<file path="src/rtl/imem_loader_pkg.sv">
// Shared types and constants for the instruction-memory loader.
// Optional build macro: IMEM_LOADER_VERIFY_EN adds a read-back verify pass
// (states VRD and VCMP) after every word write.
package imem_loader_pkg;

  localparam int unsigned WORD_BYTES = 4;
  localparam logic [3:0]  WE_ALL     = 4'b1111;

  typedef enum logic [2:0] {
    IDLE,
    RECV,
    WRITE,
`ifdef IMEM_LOADER_VERIFY_EN
    VRD,
    VCMP,
`endif
    DONE
  } state_e;

  // True when a word index falls inside an instruction memory of depth words.
  function automatic logic word_in_range(input logic [29:0] word_idx,
                                         input int unsigned depth);
    return 32'(word_idx) < depth;
  endfunction

endpackage

</file>
<file path="src/rtl/imem_loader_byte_packer.sv">
// Assembles four stream bytes into one little-endian 32-bit word.
// word_full_o flags the transfer that completes the word, so the loader can
// schedule the write for the very next cycle.
module byte_packer
  import imem_loader_pkg::*;
(
  input  logic        clk_i,
  input  logic        rst_i,
  input  logic        clr_i,
  input  logic        push_i,
  input  logic [7:0]  data_i,
  output logic [31:0] word_o,
  output logic        word_full_o
);

  logic [1:0]  byte_cnt_q, byte_cnt_d;
  logic [31:0] word_q, word_d;

  // Next-state: place the incoming byte in lane byte_cnt; the counter wraps after lane 3.
  always_comb begin
    byte_cnt_d = byte_cnt_q;
    word_d     = word_q;
    if (clr_i) begin
      byte_cnt_d = '0;
    end else if (push_i) begin
      word_d[{byte_cnt_q, 3'b000} +: 8] = data_i;
      byte_cnt_d = byte_cnt_q + 2'd1;
    end
  end

  // Byte counter and word register.
  always_ff @(posedge clk_i or posedge rst_i) begin
    if (rst_i) begin
      byte_cnt_q <= '0;
      word_q     <= '0;
    end else begin
      byte_cnt_q <= byte_cnt_d;
      word_q     <= word_d;
    end
  end

  assign word_o      = word_q;
  assign word_full_o = push_i && (byte_cnt_q == 2'(WORD_BYTES - 1));

endmodule

</file>
<file path="src/rtl/imem_loader.sv">
// Instruction-memory loader: receives a byte stream, packs it into words and
// writes them through the debug port while holding the CPU stalled.
// Optional build macro: IMEM_LOADER_VERIFY_EN (read back and compare each word).
module imem_loader
  import imem_loader_pkg::*;
#(
  parameter int unsigned DEPTH_WORDS = 1024
) (
  input  logic        clk,
  input  logic        rst,
  input  logic        start,
  input  logic        abort,
  input  logic [31:0] base_addr,
  input  logic [15:0] len_words,
  input  logic        in_valid,
  input  logic [7:0]  in_data,
  output logic        in_ready,
  output logic [31:0] A2,
  output logic [31:0] WD2,
  output logic [3:0]  WE2,
  input  logic [31:0] RD2,
  output logic        busy,
  output logic        cpu_hold,
  output logic        done,
  output logic        error
);

  state_e      state_q;
  logic [31:0] addr_q;
  logic [15:0] len_q;
  logic [15:0] word_cnt_q;
  logic        error_q;

  logic        push;
  logic        start_acc;
  logic        word_full;
  logic [31:0] word;
  logic        addr_ok;
  logic        last_word;
  logic        unused_bits;

  assign push      = (state_q == RECV) && in_valid;
  assign start_acc = (state_q == IDLE) && start && !abort;
  assign addr_ok   = word_in_range(addr_q[31:2], DEPTH_WORDS);
  assign last_word = (word_cnt_q + 16'd1) == len_q;

`ifdef IMEM_LOADER_VERIFY_EN
  assign unused_bits = ^base_addr[1:0];
`else
  assign unused_bits = ^{RD2, base_addr[1:0]};
`endif

  byte_packer u_packer (
    .clk_i       (clk),
    .rst_i       (rst),
    .clr_i       (start_acc),
    .push_i      (push),
    .data_i      (in_data),
    .word_o      (word),
    .word_full_o (word_full)
  );

  // Load sequencer: state, write address, word counter and sticky error.
  always_ff @(posedge clk or posedge rst) begin
    if (rst) begin
      state_q    <= IDLE;
      addr_q     <= '0;
      len_q      <= '0;
      word_cnt_q <= '0;
      error_q    <= 1'b0;
    end else if (abort) begin
      state_q <= IDLE;
    end else begin
      case (state_q)
        IDLE: begin
          if (start) begin
            error_q    <= 1'b0;
            addr_q     <= {base_addr[31:2], 2'b00};
            len_q      <= len_words;
            word_cnt_q <= '0;
            state_q    <= (len_words == '0) ? DONE : RECV;
          end
        end
        RECV: begin
          if (word_full) state_q <= WRITE;
        end
        WRITE: begin
          if (!addr_ok) begin
            error_q <= 1'b1;
            state_q <= DONE;
          end else begin
`ifdef IMEM_LOADER_VERIFY_EN
            state_q <= VRD;
`else
            word_cnt_q <= word_cnt_q + 16'd1;
            addr_q     <= addr_q + 32'd4;
            state_q    <= last_word ? DONE : RECV;
`endif
          end
        end
`ifdef IMEM_LOADER_VERIFY_EN
        VRD: state_q <= VCMP;
        VCMP: begin
          if (RD2 != word) begin
            error_q <= 1'b1;
            state_q <= DONE;
          end else begin
            word_cnt_q <= word_cnt_q + 16'd1;
            addr_q     <= addr_q + 32'd4;
            state_q    <= last_word ? DONE : RECV;
          end
        end
`endif
        DONE:    state_q <= IDLE;
        default: state_q <= IDLE;
      endcase
    end
  end

  // Port decode from the registered state; abort gates the write strobe immediately.
  always_comb begin
    in_ready = (state_q == RECV);
    busy     = (state_q != IDLE);
    cpu_hold = busy;
    done     = (state_q == DONE);
    error    = error_q;
    A2       = '0;
    WD2      = '0;
    WE2      = '0;
    case (state_q)
      WRITE: begin
        A2  = addr_q;
        WD2 = word;
        if (addr_ok && !abort) WE2 = WE_ALL;
      end
`ifdef IMEM_LOADER_VERIFY_EN
      VRD: A2 = addr_q;
`endif
      default: ;
    endcase
  end

endmodule
</file>
<file path="config.mk">
export PLATFORM = sky130hd
export DESIGN_NAME = imem_loader
export DESIGN_NICKNAME = d
export VERILOG_FILES = /design/src/rtl/imem_loader_pkg.sv /design/src/rtl/imem_loader_byte_packer.sv /design/src/rtl/imem_loader.sv
export SDC_FILE = /design/constraint.sdc
export NUM_CORES = 1
export LEC_CHECK = 0
export CAP_MARGIN = 20
export CORE_ASPECT_RATIO = 1.1
export CORE_MARGIN = 2
export CORE_UTILIZATION = 30
export DETAILED_ROUTE_END_ITERATION = 16
export PLACE_DENSITY_LB_ADDON = 0.05
export SLEW_MARGIN = 20
export SYNTH_ARGS = -nofsm -noshare
export SYNTH_HDL_FRONTEND = slang
export SYNTH_SLANG_ARGS = --single-unit
</file>
<file path="constraint.sdc">
create_clock -name clk -period 3.4 [get_ports clk]
set_clock_uncertainty 0.05 [all_clocks]
set_input_delay 0.51 -clock clk [delete_from_list [all_inputs] [get_ports clk]]
set_output_delay 0.51 -clock clk [all_outputs]
set_load 0.01 [all_outputs]
</file>
==> results.txt <==
The share of post-route cells with drive strength above 1 came out at 0.0700. The remaining global-route overflow came out at 0. The final core area utilization came out at 0.407. The via count normalized by instance count came out at 4.87. The routability congestion estimate from global placement is 0.807.

The class of the most critical setup path is reg2out. The tightest hold path in the finished design has a slack of 422 ps. The sum of negative setup slack came out at 0 ps. The netlist area before placement is 0.00547 sq mm. The post-detailed-route count of antenna-violating nets came out at 0.

The initial antenna violation count came out at 0. The post-route DRC violation count is 0. The relative slew slack came out at 0.353. The total count of max-transition violations in the final report was 0. The min-delay analysis places its worst path in the category reg2reg. Of all nets on the critical path, the largest fanout is 15. The worst-case clock buffer depth is 2. The first global-routing pass estimated 25600 um of wire. The I/O pin total came out at 166. The number of inserted diodes is 0. In this run the clock root is driven by a sky130_fd_sc_hd__clkbuf_16. The final number of hold-violating endpoints was 0. The power density over cell area came out at 461 mW/mm^2. The minimum clock period after layout is 3180 ps.

The number of enable-type register cells in the synthesized netlist came out at 0. The core box area is 0.0178 sq mm. The count of mapped cells out of synthesis is 629. The netlist uses 53 different library cells. The count of port buffers added during placement is 129. The number of clock sinks came out at 99. The mean area per synthesized cell is 8.70 sq um. The half-perimeter wire length after placement came out at 11400 um. The startpoint kind of the worst setup timing path is a flop. The number of buffers created by CTS is 9. The overall fraction of global-route tracks in use is 0.165.

The via count is 4776. The worst-case IR drop observed on VDD is 0.244 mV. The first detailed-routing pass ran for 5 iterations. The TritonCTS clock tree is yes. For the worst setup path, the data arrival time is 2620 ps.

Setup repair after global routing left no endpoint under its margin. In the synthesized netlist the async set-or-reset flop fraction comes to 1.00. The setup slack after placement came out at 403 ps. The synthesis-to-finish area growth is 32.5%. The least setup slack across all paths after layout is 219 ps. The share of the cycle needed by the critical path after routing is 0.935. The clock slew seen by the registers of the worst setup and hold paths is 70 ps.

The area of the die is 0.0193 sq mm. The post-CTS setup buffer count is 0. The initial core utilization is 0.307. The iteration-0 DRC count of the detailed router is 256. The run finished with clean final reports. The instance area at placement is 0.00697 sq mm.

The via count of the first global-routing pass is 4953. In the final design database the tool counted 839 nets. The latest clock arrival within the worst-skew pair came out at 350 ps. STA classifies the critical path endpoint as a primary output.

Setup violations remaining at the end of the flow were counted as 0. The highest clock rate is 314 MHz. The floorplan die height came out at 146 um.

The finished layout cell area came out at 0.00725 sq mm. The average wire per standard cell came out at 15.8 um. Once placement completed, the tool counted placed cells totaling 966.

The maximum number of pins on one net before global-route repair came out at 47. The hold buffer count at CTS came out at 0. The flop and latch count out of synthesis came out at 99. The max-cap violation count came out at 0. The share of the Yosys chip area taken by registers is 0.453. The post-layout total power came out at 3.34 mW.

For this run, the leading register cell type out of synthesis is sky130_fd_sc_hd__dfrtp_1. In this run the static leakage power is 2.97 nW. Row generation in the floorplan step produced 51 rows. The total wirelength of the detailed-routed design came out at 15500 um. For the worst setup path, the data required time is 2840 ps. The actual transition at the worst max-transition pin is 968 ps. The count of non-filler cells in the finished layout is 981. The floorplan die width is 133 um. The maximum level of the CTS H-tree came out at 3. The number of warnings issued by yosys is 0.
## Yosys cell counts (all sizes together) (3+ instances only)
cell	n	share of area
a21oi	18	0.016
a2bb2oi	5	0.0080
a31oi	7	0.0080
and2	63	0.072
and3	7	0.0080
buf	15	0.021
clkbuf	25	0.017
dfrtp	99	0.45
ha	7	0.016
inv	16	0.011
mux2	16	0.033
nand2	121	0.083
nand2b	3	0.0034
nand3	13	0.014
nand4	6	0.0069
nor2	43	0.031
nor3	9	0.0082
nor3b	4	0.0055
nor4	12	0.016
o21ai	73	0.067
o22a	4	0.0064
o22ai	6	0.0069
o31ai	8	0.012
xnor2	16	0.026
xor2	8	0.013
## critical path: stages (launching register included)
cell	delay (ps)
sky130_fd_sc_hd__dfrtp_1	410
sky130_fd_sc_hd__nor4_2	320
sky130_fd_sc_hd__nand3_1	190
sky130_fd_sc_hd__or4_4	560
sky130_fd_sc_hd__clkinv_2	200
sky130_fd_sc_hd__clkdlybuf4s50_1	580
## cell type report
type / count / area (sq um)
multi-input combinational: 475 / 2750
fill: 1807 / 10600
tap: 238 / 298
sequential: 99 / 2480
inverter: 16 / 63.8
clock inverter: 3 / 23.8
clock buffer: 12 / 256
timing repair buffer: 138 / 1380
## sequential cells by signal, indices dropped and copies added (netlist names)
signal and flops:
u_packer.byte_cnt_q 2, state_q 2, len_q 16, u_packer.word_o 32, word_cnt_q 16, addr_q 30, error 1
## placed cells by master (no fill, tap or decap), drive strengths merged, types with 8 or more instances in the layout
cell type	n
nand3	13
o21ai	73
inv	15
clkbuf	12
xor2	8
nor2	43
buf	9
nor3	9
nor4	12
clkdlybuf4s50	129
a21oi	18
nand2	121
and2	63
o31ai	8
mux2	16
xnor2	16
dfrtp	99
## timing repair
item / 4_1_cts / 5_1_grt
setup endpoints to repair: 0 / 4
endpoints found under the hold margin: 0 / 0
gates resized for setup: 0 / 1
## where the power goes
| group | internal [mW] | total, mW | switching, mW |
|---|---|---|---|
| logic | 0.367 | 0.769 | 0.402 |
| registers | 1.40 | 1.59 | 0.187 |
| clock network | 0.534 | 0.982 | 0.448 |
## cell families after synthesis
logic type | share of synthesized area
buffers and inverters | 0.0489
XOR/XNOR | 0.0384
AND/OR/NAND/NOR | 0.262
flip-flops | 0.453
multiplexers | 0.0366
AO/OA/AOI/OAI | 0.145
other | 0.000685
adder cells (fa/ha/maj) | 0.0160
## worst paths after layout
| check | start | to | slack, ps | depth (start not counted) |
|---|---|---|---|---|
| min in group asynchronous | rst | u_packer.word_o[12]$_DFFE_PP0P_ | 530 | 2 |
| min reg2reg | u_packer.word_o[21]$_DFFE_PP0P_ | u_packer.word_o[21]$_DFFE_PP0P_ | 420 | 2 |
| min | u_packer.word_o[21]$_DFFE_PP0P_ | u_packer.word_o[21]$_DFFE_PP0P_ | 420 | 2 |
| max reg2reg | word_cnt_q[0]$_DFFE_PP0P_ | state_q[1]$_DFFE_PP0P_ | 980 | 7 |
| max in group asynchronous | rst | addr_q[25]$_DFFE_PP0P_ | 2140 | 3 |
| max | addr_q[23]$_DFFE_PP0P_ | WE2[0] | 220 | 5 |
## routing by layer
layer | up-vias | routed length [um] | track usage
li1 | 2360 | - | -
met1 | 2285 | 6990 | 0.208
met2 | 108 | 7500 | 0.277
met3 | 23 | 664 | 0.0341
met4 | 0 | 301 | 0.0613
met5 | - | 0 | 0
Power figures use the tool's default switching activity.
